<file path="config.mk">
export PLATFORM = sky130hd
export DESIGN_NAME = lbuf_writer
export DESIGN_NICKNAME = d
export VERILOG_FILES = /design/src/rtl/lbuf_pkg.sv /design/src/rtl/sync_edge_det.sv /design/src/rtl/lbuf_writer.sv
export SDC_FILE = /design/constraint.sdc
export NUM_CORES = 1
export LEC_CHECK = 0
export BUFFER_PORTS_ARGS = -buffer_cell sky130_fd_sc_hd__buf_2
export CORE_ASPECT_RATIO = 0.9
export CORE_MARGIN = 2
export CORE_UTILIZATION = 54
export DETAILED_ROUTE_END_ITERATION = 8
export GPL_TIMING_DRIVEN = 0
export PLACE_DENSITY = 0.86
export RECOVER_POWER = 100
export SLEW_MARGIN = 30
export SYNTH_ARGS = -nofsm -noshare
export SYNTH_HDL_FRONTEND = slang
export SYNTH_HIERARCHICAL = 1
export SYNTH_SLANG_ARGS = --single-unit
</file>
<file path="constraint.sdc">
create_clock -name PCLK -period 3 [get_ports PCLK]
set_input_delay 0.45 -clock PCLK [delete_from_list [all_inputs] [get_ports PCLK]]
set_output_delay 0.45 -clock PCLK [all_outputs]
set_load 0.005 [all_outputs]
</file>
<file path="src/rtl/lbuf_pkg.sv">
// Shared line buffer ring definitions, used by this producer and by the output sync generator.
package lbuf_pkg;

  localparam int NUM_LINES  = 40;
  localparam int LINE_IDX_W = 6;
  localparam int PIX_IDX_W  = 9;
  localparam int LINE_CNT_W = 11;

  typedef enum logic [2:0] {
    ST_IDLE      = 3'd0,
    ST_VBLANK    = 3'd1,
    ST_LINE_WAIT = 3'd2,
    ST_ACTIVE    = 3'd3,
    ST_LINE_DONE = 3'd4
  } lbuf_state_t;

endpackage

</file>
<file path="src/rtl/sync_edge_det.sv">
// Registered falling-edge detector for a negative-polarity sync already in the PCLK domain.
module sync_edge_det (
  input  logic clk,
  input  logic reset_n,
  input  logic sync_in,
  output logic fall
);

  logic prev;

  // Reset to 1 so a sync that is already low at reset release reads as a fresh edge.
  always_ff @(posedge clk) begin
    if (!reset_n) prev <= 1'b1;
    else          prev <= sync_in;
  end

  assign fall = prev & ~sync_in;

endmodule

</file>
<file path="src/rtl/lbuf_writer.sv">
// Line buffer ring producer: tracks source syncs and writes active pixels at (line, pixel).
// Optional sync measurement counters are built only when LBUF_WR_MEASURE_EN is defined.
//
// state        | meaning
// -------------+--------------------------------------------------------------
// ST_IDLE      | frame complete or after reset, waiting for VSYNC fall
// ST_VBLANK    | counting HSYNC falls up to the first active line
// ST_LINE_WAIT | waiting for the HSYNC fall that opens the next active line
// ST_ACTIVE    | counting pixels and writing the H_START window
// ST_LINE_DONE | line accounting after the last pixel of a line was written
module lbuf_writer
  import lbuf_pkg::*;
#(
  parameter int H_ACTIVE  = 384,
  parameter int V_ACTIVE  = 224,
  parameter int V_START   = 16,
  parameter int NUM_LINES = lbuf_pkg::NUM_LINES
) (
  input  logic        PCLK,
  input  logic        reset_n,
  input  logic        HSYNC_ref,
  input  logic        VSYNC_ref,
  input  logic        pix_en,
  input  logic [15:0] pix_data,
  input  logic [31:0] h_info,
  output logic        wr_en,
  output logic [5:0]  wr_line,
  output logic [8:0]  wr_pixel,
  output logic [15:0] wr_data,
  output logic        frame_start,
  output logic [11:0] meas_htotal,
  output logic [10:0] meas_vtotal
);

  localparam logic [LINE_CNT_W-1:0] V_START_C  = LINE_CNT_W'(V_START);
  localparam logic [LINE_CNT_W-1:0] V_ACTIVE_C = LINE_CNT_W'(V_ACTIVE);
  localparam logic [PIX_IDX_W:0]    H_ACTIVE_C = (PIX_IDX_W+1)'(H_ACTIVE);
  localparam logic [LINE_IDX_W-1:0] LAST_LINE  = LINE_IDX_W'(NUM_LINES - 1);

  lbuf_state_t state, state_nxt;

  logic                  hs_fall, vs_fall;
  logic [PIX_IDX_W-1:0]  h_start, pix_idx;
  logic [PIX_IDX_W:0]    h_end;
  logic [LINE_CNT_W-1:0] line_idx, line_next, act_lines, act_lines_inc;
  logic                  in_window, last_pix, last_line;
  logic                  clr_frame, inc_line, start_lines, clr_pix, inc_pix, do_write, line_end;
  logic                  unused_h_info;

  assign unused_h_info = ^h_info[31:PIX_IDX_W];

  sync_edge_det u_hs_det (.clk(PCLK), .reset_n(reset_n), .sync_in(HSYNC_ref), .fall(hs_fall));
  sync_edge_det u_vs_det (.clk(PCLK), .reset_n(reset_n), .sync_in(VSYNC_ref), .fall(vs_fall));

  assign line_next     = (hs_fall && line_idx != '1) ? line_idx + 1'b1 : line_idx;
  assign act_lines_inc = act_lines + 1'b1;
  assign last_line     = (act_lines_inc == V_ACTIVE_C);
  // Window end is formed at 10 bits so H_START + H_ACTIVE cannot wrap the pixel index.
  assign h_end         = {1'b0, h_start} + H_ACTIVE_C;
  assign in_window     = ({1'b0, pix_idx} >= {1'b0, h_start}) && ({1'b0, pix_idx} < h_end);
  assign last_pix      = ({1'b0, pix_idx} == h_end - 1'b1);

  always_ff @(posedge PCLK) begin
    if (!reset_n) state <= ST_IDLE;
    else          state <= state_nxt;
  end

  always_comb begin
    state_nxt   = state;
    clr_frame   = 1'b0;
    inc_line    = 1'b0;
    start_lines = 1'b0;
    clr_pix     = 1'b0;
    inc_pix     = 1'b0;
    do_write    = 1'b0;
    line_end    = 1'b0;
    if (vs_fall) begin
      // Frame restart wins over everything, including a coincident HSYNC fall.
      state_nxt = ST_VBLANK;
      clr_frame = 1'b1;
    end else begin
      unique case (state)
        ST_IDLE: ;
        ST_VBLANK: begin
          inc_line = hs_fall;
          if (line_next >= V_START_C) begin
            state_nxt   = ST_LINE_WAIT;
            start_lines = 1'b1;
          end
        end
        ST_LINE_WAIT: begin
          if (hs_fall) begin
            clr_pix   = 1'b1;
            state_nxt = ST_ACTIVE;
          end
        end
        ST_ACTIVE: begin
          if (hs_fall) begin
            line_end  = 1'b1;
            clr_pix   = 1'b1;
            state_nxt = last_line ? ST_IDLE : ST_ACTIVE;
          end else if (pix_en) begin
            inc_pix = 1'b1;
            if (in_window) begin
              do_write = 1'b1;
              if (last_pix) state_nxt = ST_LINE_DONE;
            end
          end
        end
        ST_LINE_DONE: begin
          line_end = 1'b1;
          if (last_line) begin
            state_nxt = ST_IDLE;
          end else if (hs_fall) begin
            clr_pix   = 1'b1;
            state_nxt = ST_ACTIVE;
          end else begin
            state_nxt = ST_LINE_WAIT;
          end
        end
        default: state_nxt = ST_IDLE;
      endcase
    end
  end

  always_ff @(posedge PCLK) begin
    if (!reset_n) begin
      h_start     <= '0;
      pix_idx     <= '0;
      line_idx    <= '0;
      act_lines   <= '0;
      wr_line     <= '0;
      wr_en       <= 1'b0;
      wr_pixel    <= '0;
      wr_data     <= '0;
      frame_start <= 1'b0;
    end else begin
      if (!VSYNC_ref) h_start <= h_info[PIX_IDX_W-1:0];

      if (clr_pix)                      pix_idx <= '0;
      else if (inc_pix && pix_idx != '1) pix_idx <= pix_idx + 1'b1;

      if (clr_frame)     line_idx <= '0;
      else if (inc_line) line_idx <= line_next;

      if (clr_frame)     act_lines <= '0;
      else if (line_end) act_lines <= act_lines_inc;

      if (clr_frame || start_lines) wr_line <= '0;
      else if (line_end)            wr_line <= (wr_line == LAST_LINE) ? '0 : wr_line + 1'b1;

      frame_start <= clr_frame;
      wr_en       <= do_write;
      if (do_write) begin
        wr_pixel <= pix_idx - h_start;
        wr_data  <= pix_data;
      end
    end
  end

`ifdef LBUF_WR_MEASURE_EN
  logic [11:0] htot_cnt;
  logic [10:0] vtot_cnt;

  always_ff @(posedge PCLK) begin
    if (!reset_n) begin
      htot_cnt    <= '0;
      vtot_cnt    <= '0;
      meas_htotal <= '0;
      meas_vtotal <= '0;
    end else begin
      // A pixel coinciding with the HSYNC fall is counted toward the new line.
      if (hs_fall) begin
        meas_htotal <= htot_cnt;
        htot_cnt    <= {11'd0, pix_en};
      end else if (pix_en) begin
        htot_cnt <= htot_cnt + 1'b1;
      end

      if (vs_fall) begin
        meas_vtotal <= vtot_cnt;
        vtot_cnt    <= '0;
      end else if (hs_fall) begin
        vtot_cnt <= vtot_cnt + 1'b1;
      end
    end
  end
`else
  assign meas_htotal = '0;
  assign meas_vtotal = '0;
`endif

endmodule

</file>
# Word level (Yosys, flattened, before mapping)
# Index checks and enable logic that the tools add are counted.
[totals]
reg_bits = 78
inputBits = 53
word_cells = 95
[op_classes]
add_sub_neg = 7
order_cmp = 3
n_eq_ne = 20
n_mux = 34
bitwise_logic = 6
n_reduce_logical = 12
[ops]
columns = ["operator", "n"]
rows = [
  ["11-bit by 1-bit adder with 11-bit output (second input constant)", 2],
  ["1-bit 2-to-1 mux", 21],
  ["3-bit 2-to-1 mux", 6],
  ["3-bit one-hot mux with 5 select lines", 1],
  ["4-bit by 3-bit inequality test with 1-bit output (second input constant)", 3],
  ["6-bit AND reduction", 2],
  ["11-bit by 8-bit == test with 1-bit output (second input constant)", 1],
  ["11-bit by 5-bit greater-or-equal comparator with 1-bit output (second input constant)", 1],
  ["11-bit 2-to-1 mux", 1],
  ["11-bit inequality test (second input constant)", 1],
  ["9-bit by 9-bit adder with 10-bit output (second input constant)", 1],
  ["9-bit by 10-bit == test with 1-bit output", 1],
  ["9-bit by 10-bit < comparator with 1-bit output", 1],
  ["2-bit OR reduction", 5],
  ["10-bit by 1-bit subtractor with 10-bit output (second input constant)", 1],
  ["9-bit by 1-bit adder with 9-bit output (second input constant)", 1],
  ["9-bit greater-or-equal comparator", 1],
  ["3-bit inequality test (second input constant)", 3],
  ["9-bit inequality test (second input constant)", 1],
  ["9-bit subtractor", 1],
  ["6-bit by 1-bit adder with 6-bit output (second input constant)", 1],
  ["3-bit by 2-bit == test with 1-bit output (second input constant)", 2],
  ["6-bit == test (second input constant)", 1],
  ["6-bit 2-to-1 mux", 1],
  ["12 further kinds", 22],
]

# Logic depth before layout (Yosys ltp)
# Gate-level depths: netlist of the first run.
[logic_depth]
word_depth = 10
depth_mapped = 12
depth_no_buf = 10

# By module
# The synthesis of the first run kept the hierarchy.
[by_module_without_submodules]
columns = ["module", "n_inst", "cells_each", "area_per_inst_um2", "seq_area_each_um2"]
rows = [
  ["lbuf_writer", 1, 512, 4429.2, 1521.5],
  ["sync_edge_det", 2, 3, 32.5, 20.0],
]

# Worst setup path before layout of the first run
# Ideal clock, no wire load.
[synth_timing]
path_type = "register to register"
start = "register h_start[7]"
end = "register wr_data[0]"
arrival_ns = 2.340
required_time_ns = 2.872
slack_ns = 0.532
path_stages_with_launch = 13
path_buffers = 2
synth_period_minus_slack_ns = 2.468
path_cell_list = "dfxtp_1 -> inv_1 -> ha_1 -> ha_1 -> a21oi_1 -> o21ai_0 -> a21oi_1 -> o21ai_1 -> nor3_1 -> buf_4 -> buf_6 -> mux2i_1 -> nor2_1"
[synth_between]
elab_chain_cells = 8
elab_cells_between_ends = 9
[synth_lines]
columns = ["item", "line_no", "rtl"]
rows = [
  ["start, declared", "lbuf_writer.sv:43", "logic [PIX_IDX_W-1:0] h_start, pix_idx;"],
  ["start signal, assigned", "lbuf_writer.sv:138", "if (!VSYNC_ref) h_start <= h_info[PIX_IDX_W-1:0];"],
  ["9-bit by 9-bit adder with 10-bit output", "lbuf_writer.sv:59", "assign h_end = {1'b0, h_start} + H_ACTIVE_C;"],
  ["9-bit by 10-bit < comparator with 1-bit output", "lbuf_writer.sv:60", "assign in_window = ({1'b0, pix_idx} >= {1'b0, h_start}) && ({1'b0, pix_idx} < h_end);"],
  ["1-bit logical AND *", "lbuf_writer.sv:60", ""],
  ["1-bit 2-to-1 mux *", "lbuf_writer.sv:104", "if (in_window) begin"],
  ["1-bit 2-to-1 mux *", "lbuf_writer.sv:102", "end else if (pix_en) begin"],
  ["1-bit 2-to-1 mux *", "lbuf_writer.sv:98", "if (hs_fall) begin"],
  ["1-bit 2-to-1 mux *", "lbuf_writer.sv:82", "unique case (state)"],
  ["1-bit 2-to-1 mux *", "lbuf_writer.sv:77", "if (vs_fall) begin"],
  ["end signal, assigned", "lbuf_writer.sv:156", "wr_data <= pix_data;"],
  ["end, declared", "lbuf_writer.sv:29", "output logic [15:0] wr_data,"],
]
# Every way passes the cells marked *; elsewhere a longest branch is shown, timed or not.
# A chain may end at the register's enable or synchronous reset.

# Worst setup path in the final report of the first run
[layout_timing]
start = "register h_start[2]"
end = "register wr_pixel[5]"
[layout_between]
elab_chain_cells = 8
elab_cells_between_ends = 10
[layout_lines]
columns = ["item", "line_no", "rtl"]
rows = [
  ["9-bit by 9-bit adder with 10-bit output", "lbuf_writer.sv:59", ""],
  ["9-bit by 10-bit < comparator with 1-bit output", "lbuf_writer.sv:60", ""],
  ["1-bit logical AND", "lbuf_writer.sv:60", ""],
  ["1-bit 2-to-1 mux", "lbuf_writer.sv:104", ""],
  ["1-bit 2-to-1 mux", "lbuf_writer.sv:102", ""],
  ["1-bit 2-to-1 mux", "lbuf_writer.sv:98", ""],
  ["1-bit 2-to-1 mux", "lbuf_writer.sv:82", ""],
  ["1-bit 2-to-1 mux", "lbuf_writer.sv:77", ""],
  ["end signal, assigned", "lbuf_writer.sv:155", "wr_pixel <= pix_idx - h_start;"],
  ["end, declared", "lbuf_writer.sv:28", "output logic [8:0] wr_pixel,"],
]
# Parallel ways exist; a longest one is shown, timed or not.

==> results of run 1 <==
[worst register-to-register path: stages, from the launching register on]
cell and delay [ns]:
dfxtp_1 0.46, inv_1 0.10, ha_1 0.37, nor2b_1 0.19, o31a_1 0.29, o211ai_2 0.21
a21oi_2 0.12, nor3_1 0.26, buf_4 0.25, buf_6 0.20, mux2i_1 0.22, nor2_1 0.06
[cells in the mapped netlist, types with 2 or more instances]
cell type and number:
buf_2 5, and4_1 11, nor3b_1 4, o21bai_1 2, ha_1 20, and3_1 3, nand2_1 17, nand2b_1 10
a211oi_1 5, nand4_1 16, o31a_1 3, a311oi_1 2, o21a_1 7, a31o_1 2, dfxtp_1 78, buf_4 25
o21ai_0 11, clkbuf_1 11, or3_1 5, nand3_1 18, nor3_1 6, xnor2_1 24, nor4_1 2, nor2b_1 12
nor2_1 80, a21oi_1 19, and2_1 4, inv_1 18, mux2i_1 36, nand3b_1 3, a211o_1 2, a31oi_1 2
xor2_1 21, o21ai_1 5
[how the worst min path moves through the flow]
stage / to / cells past startpoint
after floorplan: wr_pixel[7] / 2
after global placement: wr_pixel[8] / 2
after detailed placement: wr_pixel[7] / 2
after CTS: u_hs_det/prev / 2
after global routing: u_hs_det/prev / 2
final: u_hs_det/prev / 2
[sequential cells by signal (all words and copies together) (netlist names)]
| signal | cells |
|---|---|
| u_hs_det/prev | 1 |
| frame_start | 1 |
| wr_data | 16 |
| wr_line | 6 |
| wr_pixel | 9 |
| h_start | 9 |
| line_idx | 11 |
| act_lines | 11 |
| u_vs_det/prev | 1 |
| pix_idx | 9 |
| state | 3 |
| wr_en | 1 |
[per-layer routing]
metal	vias up	global-route usage, %
li1	1957	-
met1	1845	27.17
met2	121	38.53
met3	17	4.876
met4	0	7.192
met5	-	0
[power breakdown]
group / internal (W) / total, W / switching [W]
clock network: 0.000557 / 0.000950 / 0.000393
logic: 0.000110 / 0.000239 / 0.000129
registers: 0.00105 / 0.00106 / 0.0000140
total: 0.00171 / 0.00225 / 0.000536
[cell type report]
cell class	count	area (µm²)	area share, %
inverter	19	71.32	1.363
clock buffer	9	123.9	2.367
sequential	78	1563	29.86
clock inverter	7	121.4	2.319
timing repair buffer	62	289.0	5.522
multi-input combinational	400	2674	51.09
buffer	43	267.8	5.116
tap	99	123.9	2.367
[through the flow]
stage          hold slack (ns)  std cells
2_1_floorplan           0.4617        540
3_3_place_gp            0.4574        701
3_5_place_dp            0.4574        701
4_1_cts                 0.2906        717
5_1_grt                 0.3059        717
6_report                0.2967        717
[cells by family after synthesis]
family | count (synthesis) | share of synthesized area (%)
AOI/OAI and AO/OA | 75 | 11.41
adders and majority gates | 21 | 6.013
other | 1 | 0.08344
buffers and inverters | 62 | 7.572
and+or+nand+nor | 199 | 23.14
muxes | 37 | 8.268
DFF | 78 | 34.74
xor gates and xnor gates | 45 | 8.770
[repair_timing]
item | in CTS | in global routing
endpoints found under the setup margin | 0 | 8
hold buffers | 0 | 0
resized for setup | 0 | 3
==> results_dict.tcl, run 1 <==
set metrics [dict create \
    async_reset_ff_share_pct 0 \
    syn_area_per_cell_um2 8.676 \
    die_w_um 100.2 \
    drive_above_1_share_pct 16.18 \
    cpPeakStageDelay_ns 0.46 \
    clk_latency_ns 0.35 \
    gp_congestion 0.8524 \
    drt_iter0_markers 100 \
    wl_met3_um 486 \
    ys_seq_area_share_pct 34.74 \
    tightestPinTransition_ns 1.016 \
    tns_ns 0 \
    grt_pass1_vias 3848 \
    antenna_cells 0 \
    grt_usage_pct 22.24 \
    clockRootBuffer "clkbuf_8" \
    synth_area_leaders "dfxtp_1 35%, mux2i_1 8.0%, nor2_1 6.7%" \
    postSynthCellCount 518 \
    fmax_ghz 0.3517 \
    report.final.slew_viol_count 0 \
    p_leak_nw 2.109 \
    min_path_type "input pin to flip-flop" \
    crit_slowest_cell "dfxtp_1" \
    status "completed" \
    drc 0 \
    start_util_pct 55.71 \
    fillers 678 \
    cts_made_buffers 9 \
    cts_max_level 3 \
    crit_path_start "h_start[2]" \
    end_kind "flip-flop" \
    netlist_area_mm2 0.004494 \
    cp.arrival_ns 3.08 \
    ys.flop_type "dfxtp_1" \
    cts_buffer_depth 2 \
    syn2layout_area_growth_pct 16.45 \
    dr_wl_met2_um 4730 \
    io_pins 109 \
    synth_seq_cells 78 \
    layout_common_cells "81 x nor2_1, 77 x dfxtp_1, 49 x buf_2" \
    grt_pass1_wl_um 16880 \
    rows 31 \
    route.antenna.remaining_nets 0 \
    final_core_util_pct 64.87 \
    wl_um 9597 \
    timing.final.hold_violations 0 \
    cts_tree "done" \
    post_dp_cell_area_mm2 0.005011 \
    grt_overflow 0 \
    cts_num_sinks 78 \
    final_area_mm2 0.005234 \
    yosys_warnings 6 \
    setup_viol 0 \
    top_layer_used "met4" \
    fin_crit_sh_pct 94.79 \
    start_kind "flip-flop" \
    routed_via_density 5.495 \
    pwr_density_cell_mw_per_mm2 429.5 \
    route.vias.total 3940 \
    grt_max_degree 15 \
    cp_top_family "compound AO/OA/AOI/OAI gates" \
    clkTransAtPathRegs_ns 0.08 \
    final_common_cell "nor2_1" \
    core_area_mm2 0.008068 \
    antenna_found_initial 0 \
    die_y_um 90.55 \
    cts_setup_buffers 0 \
    pre_cts_slack_ns 0.1519 \
    yosys.area.top_type "dfxtp_1" \
    io_buffers 62 \
    crit_chain "inv_1, ha_1, nor2b_1, o31a_1, o211ai_2, a21oi_2, nor3_1, buf_4, buf_6, mux2i_1, nor2_1" \
    crit_buf_inv 3 \
    maxCapViolations 0 \
    rr_startpoint "h_start[2]" \
    worstReg2RegEnd "wr_pixel[5]" \
    min_period_ns 2.844 \
    rr_worst_depth 11 \
    irDropWorstVdd_mv 0.3424 \
    cp.required_ns 3.23 \
    finalClockSkew_ns 0.01082 \
    dr.pass1.iters 4 \
    fp.dieArea_mm2 0.009070 \
    dp_hpwl_um 7255 \
    wl_per_cell_um 13.38 \
    worstHoldStart "HSYNC_ref" \
    rrSetupSlack_ns 0.16 \
    synth_edf_count 0 \
    synth_top_area_share_pct 34.74 \
    total_power_w 0.002248 \
    yosysUniqueCellTypes 63 \
    critical_path_class "flip-flop to flip-flop" \
    setup_ws_ns 0.1563 \
    drt-met1-wl_um 4193 \
    endpoint "wr_pixel[5]" \
    path_depth 11 \
    layout.nets 687 \
    slew_headroom_pct 31.57 \
    critPathMaxFanout 10 \
]
Note: power is estimated with default switching activity, not from simulation.
==> run 2: changes to the inputs <==
--- a/config.mk
+++ b/config.mk
@@ -13,6 +13,7 @@
 export GPL_TIMING_DRIVEN = 0
 export PLACE_DENSITY = 0.86
 export RECOVER_POWER = 100
+export REMOVE_ABC_BUFFERS = 1
 export SLEW_MARGIN = 30
 export SYNTH_ARGS = -nofsm -noshare
 export SYNTH_HDL_FRONTEND = slang
==> constraint.sdc (replaced) <==
create_clock -name PCLK -period 3 [get_ports PCLK]
set_input_delay 0.45 -clock PCLK [delete_from_list [all_inputs] [get_ports PCLK]]
set_output_delay 0.45 -clock PCLK [all_outputs]
set_load 0.01 [all_outputs]
==> run 2 against run 1 <==
Net effect:
- largest cell class unchanged
- clock skew grew 0.0040 ns
- die area did not move
- sequential share of layout area is 1.4 points higher
- highest routed layer unchanged
- critical path depth grew 1
- critical endpoint is now wr_data[9]
- design area is 4.6% lower
- register-to-register slack about the same
- count of clock-buffer cells in the layout rose by 1
==> results_dict.tcl, run 2 (synthesized netlist as in run 1, its figures left out) <==
set metrics [dict create \
    grt-busiest-layer "met2" \
    setup_viol 0 \
    grt_overflow 0 \
    cp.required_ns 3.24 \
    crit_buf_inv 3 \
    grt_usage_pct 21.50 \
    grt_max_degree 37 \
    grt_use_met1_pct 26.56 \
    p_sw_share_pct 25.47 \
    fillers 679 \
    crit_chain "inv_1, ha_1, ha_1, a21oi_1, o21ai_0, a21oi_1, o21ai_2, nor3_4, buf_4, buf_4, mux2i_1, nor2_1" \
    cp.arrival_ns 3.09 \
    report.final.slew_viol_count 0 \
    final_common_cell "nor2_1" \
    cts_buffer_depth 2 \
    total_power_w 0.002155 \
    start_util_pct 55.71 \
    rows 31 \
    grt_pass1_vias 3593 \
    reg_top3 "wr_data (16), act_lines (11), line_idx (11)" \
    clk_latency_ns 0.37 \
    clockRootBuffer "clkbuf_8" \
    largest_register "wr_data" \
    drc 0 \
    io_pins 109 \
    stdcell_count 682 \
    dr.pass1.iters 5 \
    irDropWorstVdd_mv 0.3215 \
    drt_iter0_markers 167 \
    cts_made_buffers 9 \
    critical_path_class "flip-flop to flip-flop" \
    min_path_type "input pin to flip-flop" \
    pwr-share-seq_pct 49.2 \
    cts_max_level 3 \
    finalClockSkew_ns 0.01482 \
    pwr-share-clk_pct 40.8 \
    tns_ns 0 \
    wl_per_cell_um 14.10 \
    cpPeakStageDelay_ns 0.52 \
    antenna_cells 0 \
    tightestPinTransition_ns 1.208 \
    routed_via_density 5.523 \
    crit_slowest_cell "dfxtp_1" \
    layout_common_cells "81 x nor2_1, 78 x dfxtp_1, 36 x mux2i_1" \
    ff_latch_area_mm2 0.001562 \
    die_y_um 90.55 \
    p_comb_share_pct 9.9 \
    antenna_found_initial 0 \
    critPathMaxFanout 9 \
    fmax_ghz 0.3502 \
    timing.final.hold_violations 0 \
    cp_top_family "adder cells" \
    fin_crit_sh_pct 95.18 \
    grt_use_met2_pct 36.74 \
    syn2layout_area_growth_pct 11.08 \
    io_buffers 62 \
    core_area_mm2 0.008068 \
    cts_tree "done" \
    start_kind "flip-flop" \
    p_switching_w 0.0005488 \
    cts_num_sinks 78 \
    route.vias.total 3767 \
    slew_headroom_pct 18.59 \
    layout.nets 652 \
    gp_congestion 0.8616 \
    grt_pass1_wl_um 16150 \
    p_leak_nw 1.884 \
    wl_um 9615 \
    status "completed" \
    fp.dieArea_mm2 0.009070 \
    largest_register_ffs 16 \
    dp_hpwl_um 6805 \
    route.antenna.remaining_nets 0 \
    maxCapViolations 0 \
    drive_above_1_share_pct 10.63 \
    placed_cells_incl_taps 661 \
    clkTransAtPathRegs_ns 0.08 \
    multi_input_area_mm2 0.002683 \
    rrSetupSlack_ns 0.14 \
    die_w_um 100.2 \
    final_core_util_pct 61.88 \
    pwr_density_cell_mw_per_mm2 431.6 \
    min_period_ns 2.855 \
    grtUsageMet3_pct 5.728 \
    end_kind "flip-flop" \
    p_int_w 0.001606 \
]
==> run 2: what timing repair did <==
| action | in CTS | in global routing |
|---|---|---|
| hold buffers | 0 | 0 |
| resized for setup | 1 | 2 |
| pin swaps | 1 | 1 |
| setup endpoints to repair | 9 | 18 |
| buffers inserted | 0 | 5 |
==> run 2: power by group through the flow <==
stage / Sequential, W / Clock [W] / Combinational, W
after floorplan: 0.00108 / 0 / 0.000152
after global placement: 0.00108 / 0 / 0.000200
after detailed placement: 0.00108 / 0 / 0.000207
after CTS: 0.00106 / 0.000894 / 0.000211
after global routing: 0.00106 / 0.000944 / 0.000237
final: 0.00106 / 0.000880 / 0.000214
==> run 2: final cells by class <==
| class | count | share of cell area, % |
|---|---|---|
| Clock buffer | 10 | 2.556 |
| Timing Repair Buffer | 70 | 6.642 |
| Multi-Input combinational cell | 400 | 53.73 |
| Sequential cell | 78 | 31.28 |
| Clock inverter | 6 | 1.880 |
| Inverter | 19 | 1.429 |
| Tap cell | 99 | 2.481 |
==> run 2: metrics by stage <==
stage	worst slack (ns)	hold WS, ns	cell area (µm²)
after floorplan	-1.536	0.4634	4308
after global placement	-2.411	0.4546	4742
after detailed placement	-0.1650	0.4659	4773
after CTS	0.01409	0.2921	5001
after global routing	-0.05674	0.3102	4992
final	0.1446	0.2973	4992
==> run 2: path summary, 6_finish.rpt <==
check | endpoint | from | cells past startpoint
hold reg to reg | wr_pixel[8] | wr_pixel[8] | 2
hold / removal | u_hs_det/prev | HSYNC_ref | 2
setup / recovery | wr_data[9] | h_start[7] | 12
setup reg to reg | wr_data[9] | h_start[7] | 12
==> run 2: per-layer routing <==
layer,part of all wire (%),vias up
li1,-,1890
met1,43,1759
met2,50,103
met3,5.7,15
met4,1.6,0
met5,0,-
